File: config.mk
export PLATFORM = sky130hd
export DESIGN_NAME = hazard_ctrl_unit
export DESIGN_NICKNAME = d
export VERILOG_FILES = /design/src/rtl/hazard_ctrl_unit.sv
export SDC_FILE = /design/constraint.sdc
export NUM_CORES = 1
export LEC_CHECK = 0
export CAP_MARGIN = 30
export CORE_AREA = 3 3 66 68
export CTS_CLUSTER_DIAMETER = 30
export DETAILED_ROUTE_END_ITERATION = 16
export DIE_AREA = 0 0 69 71
export GPL_ROUTABILITY_DRIVEN = 0
export HOLD_SLACK_MARGIN = 0.1
export PLACE_DENSITY = 0.92
export SETUP_SLACK_MARGIN = 0.5
export SLEW_MARGIN = 10
export SYNTH_ARGS = -nofsm -noshare
export SYNTH_HDL_FRONTEND = slang
export SYNTH_SLANG_ARGS = --single-unit
File: constraint.sdc
create_clock -name clk_i -period 2.9 [get_ports clk_i]
set_input_delay 0.725 -clock clk_i [delete_from_list [all_inputs] [get_ports clk_i]]
set_output_delay 0.725 -clock clk_i [all_outputs]
set_load 0.01 [all_outputs]
File: src/rtl/hazard_ctrl_unit.sv
// Load-use / control-hazard controller for the 16-bit 5-stage core.
// Ports: clk_i, rst_n, ifid_rs_i/rt_i/uses_rt_i, idex_memread_i, idex_wr_addr_i,
//        ex_redirect_i, clr_cnt_i -> pc_write_o, ifid_write_o, ifid_flush_o,
//        DHZ_o, CHZ_o, busy_o, stall_cnt_o, flush_cnt_o.
module hazard_ctrl_unit #(
    parameter int FLUSH_CYCLES = 2,
    parameter int REG_AW       = 3,
    parameter int CNT_W        = 16
) (
    input  logic              clk_i,
    input  logic              rst_n,
    input  logic [REG_AW-1:0] ifid_rs_i,
    input  logic [REG_AW-1:0] ifid_rt_i,
    input  logic              ifid_uses_rt_i,
    input  logic              idex_memread_i,
    input  logic [REG_AW-1:0] idex_wr_addr_i,
    input  logic              ex_redirect_i,
    input  logic              clr_cnt_i,
    output logic              pc_write_o,
    output logic              ifid_write_o,
    output logic              ifid_flush_o,
    output logic              DHZ_o,
    output logic              CHZ_o,
    output logic              busy_o,
    output logic [CNT_W-1:0]  stall_cnt_o,
    output logic [CNT_W-1:0]  flush_cnt_o
);

    localparam int RW = (FLUSH_CYCLES > 1) ? $clog2(FLUSH_CYCLES) : 1;
    localparam logic [RW-1:0] REM_LOAD = RW'(FLUSH_CYCLES - 1);

    typedef enum logic [1:0] {
        IDLE     = 2'd0,
        LU_STALL = 2'd1,
        FLUSH    = 2'd2
    } state_t;

    state_t          state_q, state_d;
    logic [RW-1:0]   rem_q, rem_d;
    logic [CNT_W-1:0] stall_cnt_q, flush_cnt_q;
    logic            load_use;
    logic            stall_ev, flush_ev;

    assign load_use = idex_memread_i
                    & (idex_wr_addr_i != '0)
                    & ((idex_wr_addr_i == ifid_rs_i)
                    |  (ifid_uses_rt_i & (idex_wr_addr_i == ifid_rt_i)));

    always_ff @(posedge clk_i or negedge rst_n) begin
        if (!rst_n) begin
            state_q <= IDLE;
            rem_q   <= '0;
        end else begin
            state_q <= state_d;
            rem_q   <= rem_d;
        end
    end

    always_comb begin
        state_d  = state_q;
        rem_d    = rem_q;
        stall_ev = 1'b0;
        flush_ev = 1'b0;
        unique case (state_q)
            IDLE, LU_STALL: begin
                if (ex_redirect_i) begin
                    flush_ev = 1'b1;
                    rem_d    = REM_LOAD;
                    state_d  = (FLUSH_CYCLES > 1) ? FLUSH : IDLE;
                end else if (load_use) begin
                    stall_ev = 1'b1;
                    state_d  = LU_STALL;
                end else begin
                    state_d  = IDLE;
                end
            end
            FLUSH: begin
                if (ex_redirect_i) begin
                    flush_ev = 1'b1;
                    rem_d    = REM_LOAD;
                end else if (rem_q <= RW'(1)) begin
                    rem_d   = '0;
                    state_d = IDLE;
                end else begin
                    rem_d = rem_q - RW'(1);
                end
            end
            default: begin
                state_d = IDLE;
                rem_d   = '0;
            end
        endcase
    end

    // Outputs are forced to pass-through while reset is asserted so a
    // redirect or load seen during reset cannot bubble or flush the pipe.
    always_comb begin
        pc_write_o   = 1'b1;
        ifid_write_o = 1'b1;
        ifid_flush_o = 1'b0;
        DHZ_o        = 1'b0;
        CHZ_o        = 1'b0;
        busy_o       = (state_q != IDLE);
        unique case (state_q)
            IDLE, LU_STALL: begin
                if (ex_redirect_i) begin
                    CHZ_o        = 1'b1;
                    ifid_flush_o = 1'b1;
                end else if (load_use) begin
                    DHZ_o        = 1'b1;
                    pc_write_o   = 1'b0;
                    ifid_write_o = 1'b0;
                end
            end
            FLUSH: begin
                CHZ_o        = 1'b1;
                ifid_flush_o = 1'b1;
            end
            default: ;
        endcase
        if (!rst_n) begin
            pc_write_o   = 1'b1;
            ifid_write_o = 1'b1;
            ifid_flush_o = 1'b0;
            DHZ_o        = 1'b0;
            CHZ_o        = 1'b0;
            busy_o       = 1'b0;
        end
    end

    always_ff @(posedge clk_i or negedge rst_n) begin
        if (!rst_n) begin
            stall_cnt_q <= '0;
            flush_cnt_q <= '0;
        end else if (clr_cnt_i) begin
            stall_cnt_q <= '0;
            flush_cnt_q <= '0;
        end else begin
            if (stall_ev && (stall_cnt_q != '1))
                stall_cnt_q <= stall_cnt_q + CNT_W'(1);
            if (flush_ev && (flush_cnt_q != '1))
                flush_cnt_q <= flush_cnt_q + CNT_W'(1);
        end
    end

    assign stall_cnt_o = stall_cnt_q;
    assign flush_cnt_o = flush_cnt_q;

endmodule
; ---- Word-level counts from Yosys, hierarchy flattened
; Cells that the tools add are included.
[classes]
eq_ne = 9
muxes = 26
bitwise = 4
add_sub_neg = 3
magnitude_cmp = 1
n_reduce_logical = 10
[op_table]
columns = cell, n
row1 = $mux W16, 4
row2 = $add A16 B1 Y16 const B, 2
row3 = $ne A16 B16 Y1 const B, 2
row4 = $mux W1, 16
row5 = $eq A3 B3 Y1, 2
row6 = $mux W2, 3
row7 = $ne A2 B2 Y1 const B, 3
row8 = $reduce_bool A2 Y1, 3
row9 = $pmux W1 S2, 2
row10 = $pmux W2 S2, 1
row11 = $and A1 B1 Y1, 3
row12 = $reduce_bool A3 Y1, 1
row13 = $reduce_or A3 Y1, 1
row14 = $eq A2 B1 Y1 const B, 1
row15 = $eq A2 B2 Y1 const B, 1
row16 = $logic_and A1 B1 Y1, 2
row17 = $logic_not A2 Y1, 1
row18 = $reduce_and A2 Y1, 1
row19 = $reduce_or A2 Y1, 1
row20 = $le A1 B1 Y1 const B, 1
row21 = $or A1 B1 Y1, 1
row22 = $sub A1 B1 Y1 const B, 1
[word_totals]
word_cells = 57
reg_bits = 35

; ---- Logic depth before layout (Yosys ltp)
; Gate-level depths: netlist of the first run.
[logic_depth]
ltp_word = 10
mapped_depth = 7
depth_no_buf = 6

; ---- Worst setup path before layout of the first run
; No wires, ideal clock.
[synth_path]
kind = input to output
from = in ifid_rt_i[0]
to = out pc_write_o
n_path_buf = 2
cell_stages = 7
arrival_time_ns = 1.716
t_required_ns = 2.175
slack_ns = 0.459
cell_sequence = xnor2_1 and4_1 o21ai_2 buf_6 inv_1 nand2_1 buf_4
[synth_between]
elab_chain_len = 8
[synth_lines]
columns = element, line
row1 = "start, declared", 13  ; input logic [REG_AW-1:0] ifid_rt_i,
row2 = $eq A3 B3 Y1, 47  ; | (ifid_uses_rt_i & (idex_wr_addr_i == ifid_rt_i)));
row3 = $and A1 B1 Y1, 47
row4 = $or A1 B1 Y1, 47
row5 = $and A1 B1 Y1, 46  ; & ((idex_wr_addr_i == ifid_rs_i)
row6 = $mux W1 (4 in series), -
row7 = "end, declared", 19  ; output logic pc_write_o,
; No other way between the ends.

; ---- Worst setup path after layout of the first run
[layout_path]
from = in idex_wr_addr_i[2]
to = out DHZ_o
[layout_between]
elab_chain_len = 8
elab_cells_between_ends = 11
classes_between = eq/ne (2) / mux (4) / bitwise (4) / reduce/logical (1)
[layout_lines]
columns = element, line
row1 = "start, declared", 16  ; input logic [REG_AW-1:0] idex_wr_addr_i,
row2 = $eq A3 B3 Y1, 47
row3 = $and A1 B1 Y1, 47
row4 = $or A1 B1 Y1, 47
row5 = $and A1 B1 Y1 *, 46
row6 = $mux W1 *, 109  ; end else if (load_use) begin
row7 = $mux W1 *, 106  ; if (ex_redirect_i) begin
row8 = $mux W1 *, 104  ; unique case (state_q)
row9 = $mux W1 *, 121  ; if (!rst_n) begin
row10 = "end, declared", 22  ; output logic DHZ_o,
; Every way passes the cells marked *; elsewhere a longest branch is shown, timed or not.

==> flow_summary_export.csv, run 1 <==
group,metric,value,unit
pwr,clkPwrFrac,0.388,
clock_network,htree_levels,2,
synthesis,synth-edff-count,0,
pwr,seqPwrFrac,0.515,
global_routing,grt_use_total,0.213,
synthesis,netlist_area,0.00200,sq mm
clock_network,cts_sinks,34,
placement,place_area,0.00256,sq mm
critical_path,max_stage_delay,210,ps
synthesis,synth_top_family_by_area,"simple AND/OR/NAND/NOR gates",
routing,drt_first_pass_iters,4,
placement,portBuffers,52,
layout,seqCellArea,851,sq um
clock_network,cts_tree,"yes",
synthesis,synthDistinctLibCells,42,
timing,final_hold_viol_count,0,
status,outcome,"finished, final reports clean",
synthesis,avgSynthCellArea,9.24,sq um
critical_path,cp_slowest_cell,"and4_1",
pwr,p_leak,0.00107,uW
worst_hold_path,hold_path_class,"input port to asynchronous set/reset pin",
timing,fin_skew,2.77,ps
critical_path,crit_fanout,3,
global_routing,grt_max_degree,25,
timing,finalSetupViolCount,0,
layout,nNetsFinal,292,
synthesis,ys_async_sr_fraction,1.00,
timing,tightestPinTransition,603,ps
clock_network,clkSlewWorstSetupHoldPaths,70,ps
critical_path,cpLargestDelayFamily,"buffers and inverters",
synthesis,ys_seq_elements,34,
clock_network,root_buffer,"clkbuf_8",
routing,vias,1846,
timing,tns,0,ps
critical_path,cp_cell_sequence,"buf_8 -> xnor2_2 -> and4_1 -> o21ai_2 -> inv_2 -> nand2_4 -> inv_2 -> buf_6",
critical_path,required,2170,ps
layout,design_area,0.00266,sq mm
pwr,ir_worst_vdd,0.000221,V
critical_path,crit_path_frequent_cell,"inv_2",
routing,drt-total-wl,4960,um
critical_path,critPathKind,"input port to output pin",
die,num_rows,23,
global_routing,grt_overflow,0,
synthesis,ys_seq_area_frac,0.426,
timing,post-route-period-util,0.812,
synthesis,yosysWarnings,0,
die,coreArea,0.00391,sq mm
global_routing,antenna_found_initial,0,
run,drv_cap,0,
critical_path,worstSetupEndpointType,"output pin",
layout,fillers,329,
die,die_area,0.00490,sq mm
pwr,switching_share,0.243,
placement,hpwl,3510,um
routing,wire_per_inst,15.2,um
synthesis,synthMuxAreaShare,0.0332,
die,ios,53,
synthesis,yosys.area_share.simple,0.293,
synthesis,synth_fp_nets,233,
die,die_x,69,um
synthesis,synth_xor_area_frac,0.0789,
synthesis,synth_ff_type,"dfrtp_1",
timing,slew_headroom,0.595,
layout,drive_gt1_frac,0.185,
layout,multi_input_area,0.00107,sq mm
critical_path,crit_arrival,1630,ps
pwr,p_per_area,354,mW/mm^2
routing,vias_per_cell,5.66,
routing,ant_nets,0,
timing,finalMaxSlewViolations,0,
global_routing,grt_pass1_wl,8510,um
clock_network,clk_latency,290,ps
layout,final_util,0.679,
layout,diodes,0,
pwr,comb_power_share,0.097,
timing,rsz0062_at_grt,"yes",
synthesis,synthCells,216,
critical_path,worstSetupStartpointType,"input port",
die,die_h,71,um
critical_path,cp.buffers_inverters,4,
pwr,p_switching,229,uW
layout,area_growth,33.1,%
synthesis,synthAdderAreaFrac,0.0125,
clock_network,cts_buffers,5,
synthesis,synth-compound-area-share,0.0990,
routing,remaining_drc_errors,0,
pwr,cellInternalPower,712,uW
timing,max_clock_freq,0.425,GHz
die,start_util,0.510,
routing,drtIter0Drc,147,
global_routing,grt_pass1_vias,1847,
clock_network,cts_buffer_depth,2,
timing,finalCriticalPeriod,2350,ps
-- layout make-up --
class,count,area share
inverters,9,0.0127
repair buffers,61,0.206
clock buffers,7,0.0325
clock inverters,1,0.00188
multi-input cells,164,0.403
flip-flops and latches,34,0.320
well taps,50,0.0235
-- state kept, by name, summed over array words and instances, names as in the netlist --
name and cells:
flush_cnt_o 16, stall_cnt_o 16, state_q 2
-- routing by layer --
metal  global-route usage  up-vias  part of all wire
met5                    0        -                 0
met4               0.0824        0             0.010
met3               0.0639        6             0.056
met2                0.345       65              0.51
met1                0.268      882              0.43
li1                     -      893                 -
-- power by group through the flow --
stage	Combinational [uW]	Clock [uW]	Sequential, uW
after global placement	89.9	0	493
after detailed placement	92.4	0	493
after global routing	100	392	484
after CTS	87.4	373	484
after floorplan	37.5	0	493
final	91.4	365	484
-- through the flow --
step                power (uW)  hold WS [ps]  instances  setup WS [ps]
global placement           583           558        317           -173
CTS                        944           578        326            460
floorplan                  531           429        216            516
global route               976           577        326            487
detailed placement         585           577        317           -262
finish                     940           577        326            546
-- cell families (layout without fill, tap and decap cells) --
| family | Yosys count | after routing |
|---|---|---|
| AOI/OAI and AO/OA | 33 | 33 |
| and+or+nand+nor | 105 | 105 |
| adders and majority gates | 2 | 2 |
| muxes | 6 | 6 |
| DFF | 34 | 34 |
| buffers and inverters | 18 | 78 |
| xor gates and xnor gates | 18 | 18 |
-- final timing paths --
path	startpoint	to	slack (ps)	depth (start not counted)
min	rst_n	flush_cnt_o[9]$_DFFE_PN0P_	580	2
min reg2reg	stall_cnt_o[15]$_DFFE_PN0P_	stall_cnt_o[15]$_DFFE_PN0P_	580	2
max in group asynchronous	rst_n	stall_cnt_o[14]$_DFFE_PN0P_	2070	3
min in group clk_i	stall_cnt_o[15]$_DFFE_PN0P_	stall_cnt_o[15]$_DFFE_PN0P_	580	2
max reg2reg	stall_cnt_o[1]$_DFFE_PN0P_	stall_cnt_o[14]$_DFFE_PN0P_	900	5
max	idex_wr_addr_i[2]	DHZ_o	550	8
-- cell usage after synthesis, drive strengths merged (2+ instances only) --
| master | count | area share |
|---|---|---|
| xnor2 | 15 | 0.066 |
| or3 | 6 | 0.019 |
| nor4 | 8 | 0.028 |
| nor3 | 12 | 0.033 |
| o31ai | 4 | 0.015 |
| nand3 | 10 | 0.030 |
| nor2 | 29 | 0.055 |
| nand2 | 10 | 0.019 |
| o21ai | 11 | 0.029 |
| or4 | 5 | 0.019 |
| buf | 4 | 0.019 |
| inv | 9 | 0.017 |
| nor2b | 4 | 0.013 |
| nand4 | 6 | 0.022 |
| a211oi | 3 | 0.011 |
| ha | 2 | 0.013 |
| and3 | 4 | 0.013 |
| clkbuf | 3 | 0.011 |
| xor2 | 3 | 0.013 |
| mux2 | 5 | 0.028 |
| and4 | 5 | 0.023 |
| dfrtp | 34 | 0.43 |
| nand2b | 3 | 0.0094 |
| a21oi | 12 | 0.030 |
-- what timing repair did --
item	CTS	global route
hold buffers	0	0
setup buffers	1	0
pin swaps	9	11
endpoints found under the setup margin	9	7
gates resized for setup	47	21
-- layout by cell type (no fill, tap or decap), types with 7 or more instances in the layout --
cell type / synthesis / final
o21ai_0: 10 / 10
nor2_1: 29 / 28
buf_4: 2 / 9
clkbuf_2: 0 / 7
nor4_1: 7 / 7
nand2_1: 10 / 9
nand3_1: 8 / 8
dfrtp_1: 34 / 34
nor3_1: 11 / 11
xnor2_1: 15 / 13
inv_1: 9 / 7
clkdlybuf4s50_1: 0 / 33
a21oi_1: 12 / 12
No activity file was read; power rests on OpenSTA's default activity.
==> run 2: changes to the inputs <==
--- a/config.mk
+++ b/config.mk
@@ -6,13 +6,13 @@
 export NUM_CORES = 1
 export LEC_CHECK = 0
 export CAP_MARGIN = 30
-export CORE_AREA = 3 3 66 68
+export CORE_AREA = 3 3 69 71
 export CTS_CLUSTER_DIAMETER = 30
 export DETAILED_ROUTE_END_ITERATION = 16
-export DIE_AREA = 0 0 69 71
+export DIE_AREA = 0 0 72 74
 export GPL_ROUTABILITY_DRIVEN = 0
 export HOLD_SLACK_MARGIN = 0.1
-export PLACE_DENSITY = 0.92
+export PLACE_DENSITY = 0.85
 export SETUP_SLACK_MARGIN = 0.5
 export SLEW_MARGIN = 10
 export SYNTH_ARGS = -nofsm -noshare
==> constraint.sdc (replaced) <==
create_clock -name clk_i -period 2.2 [get_ports clk_i]
set_input_delay 0.55 -clock clk_i [delete_from_list [all_inputs] [get_ports clk_i]]
set_output_delay 0.55 -clock clk_i [all_outputs]
set_load 0.01 [all_outputs]
==> flow_summary_export.csv, run 2 (synthesis results as in run 1) <==
group,metric,value,unit
status,outcome,"finished, final reports clean",
die,ios,53,
timing,tightestPinTransition,460,ps
placement,portBuffers,52,
critical_path,worstSetupStartpointType,"input port",
global_routing,antenna_found_initial,0,
placement,dpl_worst_slack,-606,ps
critical_path,worstSetupEndpointType,"output pin",
timing,slew_headroom,0.693,
die,coreArea,0.00429,sq mm
clock_network,clkSlewWorstSetupHoldPaths,70,ps
timing,final_hold_viol_count,0,
die,die_x,72,um
global_routing,grt_pass1_wl,9520,um
layout,diodes,0,
placement,hpwl,3510,um
layout,layout_common_cells,"dlygate4sd2_1 (34), buf_4 (31), dfrtp_1 (27)",
clock_network,cts_sinks,34,
routing,wire_per_inst,18.7,um
routing,ant_nets,0,
layout,final_common_cell,"dlygate4sd2_1",
global_routing,grt_overflow,0,
die,start_util,0.465,
timing,setup_ws,197,ps
layout,nNetsFinal,325,
timing,max_clock_freq,0.499,GHz
placement,dp_cells,321,
global_routing,grt_max_degree,35,
clock_network,cts_tree,"yes",
pwr,p_per_area,377,mW/mm^2
routing,vias,2164,
timing,fin_skew,8.34,ps
timing,finalCriticalPeriod,2000,ps
clock_network,clk_latency,290,ps
routing,remaining_drc_errors,0,
clock_network,cts_buffers,5,
pwr,finalPower,1250,uW
die,num_rows,24,
clock_network,htree_levels,2,
timing,post-route-period-util,0.911,
routing,vias_per_cell,6.01,
pwr,p_leak,0.00153,uW
die,die_h,74,um
layout,final_cell_count_no_fill,360,
clock_network,root_buffer,"clkbuf_8",
routing,drt_first_pass_iters,5,
critical_path,required,1650,ps
critical_path,critPathKind,"input port to output pin",
timing,rsz0062_at_grt,"yes",
global_routing,grt_use_total,0.226,
layout,area_growth,65.7,%
layout,final_util,0.771,
die,die_area,0.00533,sq mm
global_routing,grt_pass1_vias,2057,
timing,finalMaxSlewViolations,0,
worst_hold_path,hold_path_class,"flop to flop",
timing,finalSetupViolCount,0,
run,drv_cap,0,
layout,drive_gt1_frac,0.429,
pwr,ir_worst_vdd,0.000316,V
routing,drtIter0Drc,149,
critical_path,crit_fanout,3,
critical_path,crit_arrival,1450,ps
clock_network,cts_buffer_depth,2,
routing,drt-total-wl,6750,um
run 2: worst max-delay path, stage by stage:
cell     delay [ps]
buf_8           110
xnor2_2         120
and4_1          190
o21ai_2         180
inv_4            60
nand2_4          90
inv_2            40
buf_6           110
run 2: through the flow:
step	TNS, ps	instance area (sq um)	hold WS [ps]
after floorplan	0	2040	254
after global placement	-5370	2610	560
after detailed placement	-6560	2610	567
after CTS	0	2990	576
after global routing	0	3310	606
final	0	3310	579
run 2: timing repair:
item / 4_1_cts / 5_1_grt
gates resized for setup: 150 / 45
hold endpoints to repair: 0 / 0
pin swaps: 21 / 22
buffers inserted: 21 / 7
setup endpoints to repair: 68 / 37
cloned: 2 / 2
hold buffers: 0 / 0
run 2: layout make-up:
class                           count  area [sq um]
Sequential cell                    34           860
Timing Repair Buffer               93           868
Multi-Input combinational cell    165          1400
Inverter                            9          36.3
Tap cell                           52          65.1
Clock buffer                        7          76.3
Fill cell                         255           985
run 2: worst paths after layout:
kind | startpoint | endpoint | slack [ps] | cells after the start
setup / recovery | idex_wr_addr_i[1] | DHZ_o | 200 | 8
min in group asynchronous | rst_n | stall_cnt_o[15]$_DFFE_PN0P_ | 610 | 3
hold reg to reg | flush_cnt_o[15]$_DFFE_PN0P_ | flush_cnt_o[15]$_DFFE_PN0P_ | 580 | 2
max in group asynchronous | rst_n | stall_cnt_o[4]$_DFFE_PN0P_ | 1230 | 3
setup reg to reg | state_q[1]$_DFFE_PN0P_ | stall_cnt_o[7]$_DFFE_PN0P_ | 240 | 8
hold / removal | flush_cnt_o[15]$_DFFE_PN0P_ | flush_cnt_o[15]$_DFFE_PN0P_ | 580 | 2
run 2: layer usage:
metal / vias to the layer above / share of wire / global-route usage / wire, um
li1: 959 / - / - / -
met1: 1099 / 0.39 / 0.273 / 2640
met2: 89 / 0.54 / 0.405 / 3670
met5: - / 0 / 0 / 0
met4: 0 / 0.020 / 0.0877 / 133
met3: 17 / 0.045 / 0.0392 / 305
run 2: where the power goes:
group / switching (uW) / internal (uW) / total, uW / leakage, uW
Clock: 224 / 218 / 443 / 0.0000383
Combinational: 81.9 / 84.5 / 166 / 0.00103
Sequential: 8.43 / 631 / 639 / 0.000460
Total: 315 / 933 / 1250 / 0.00153
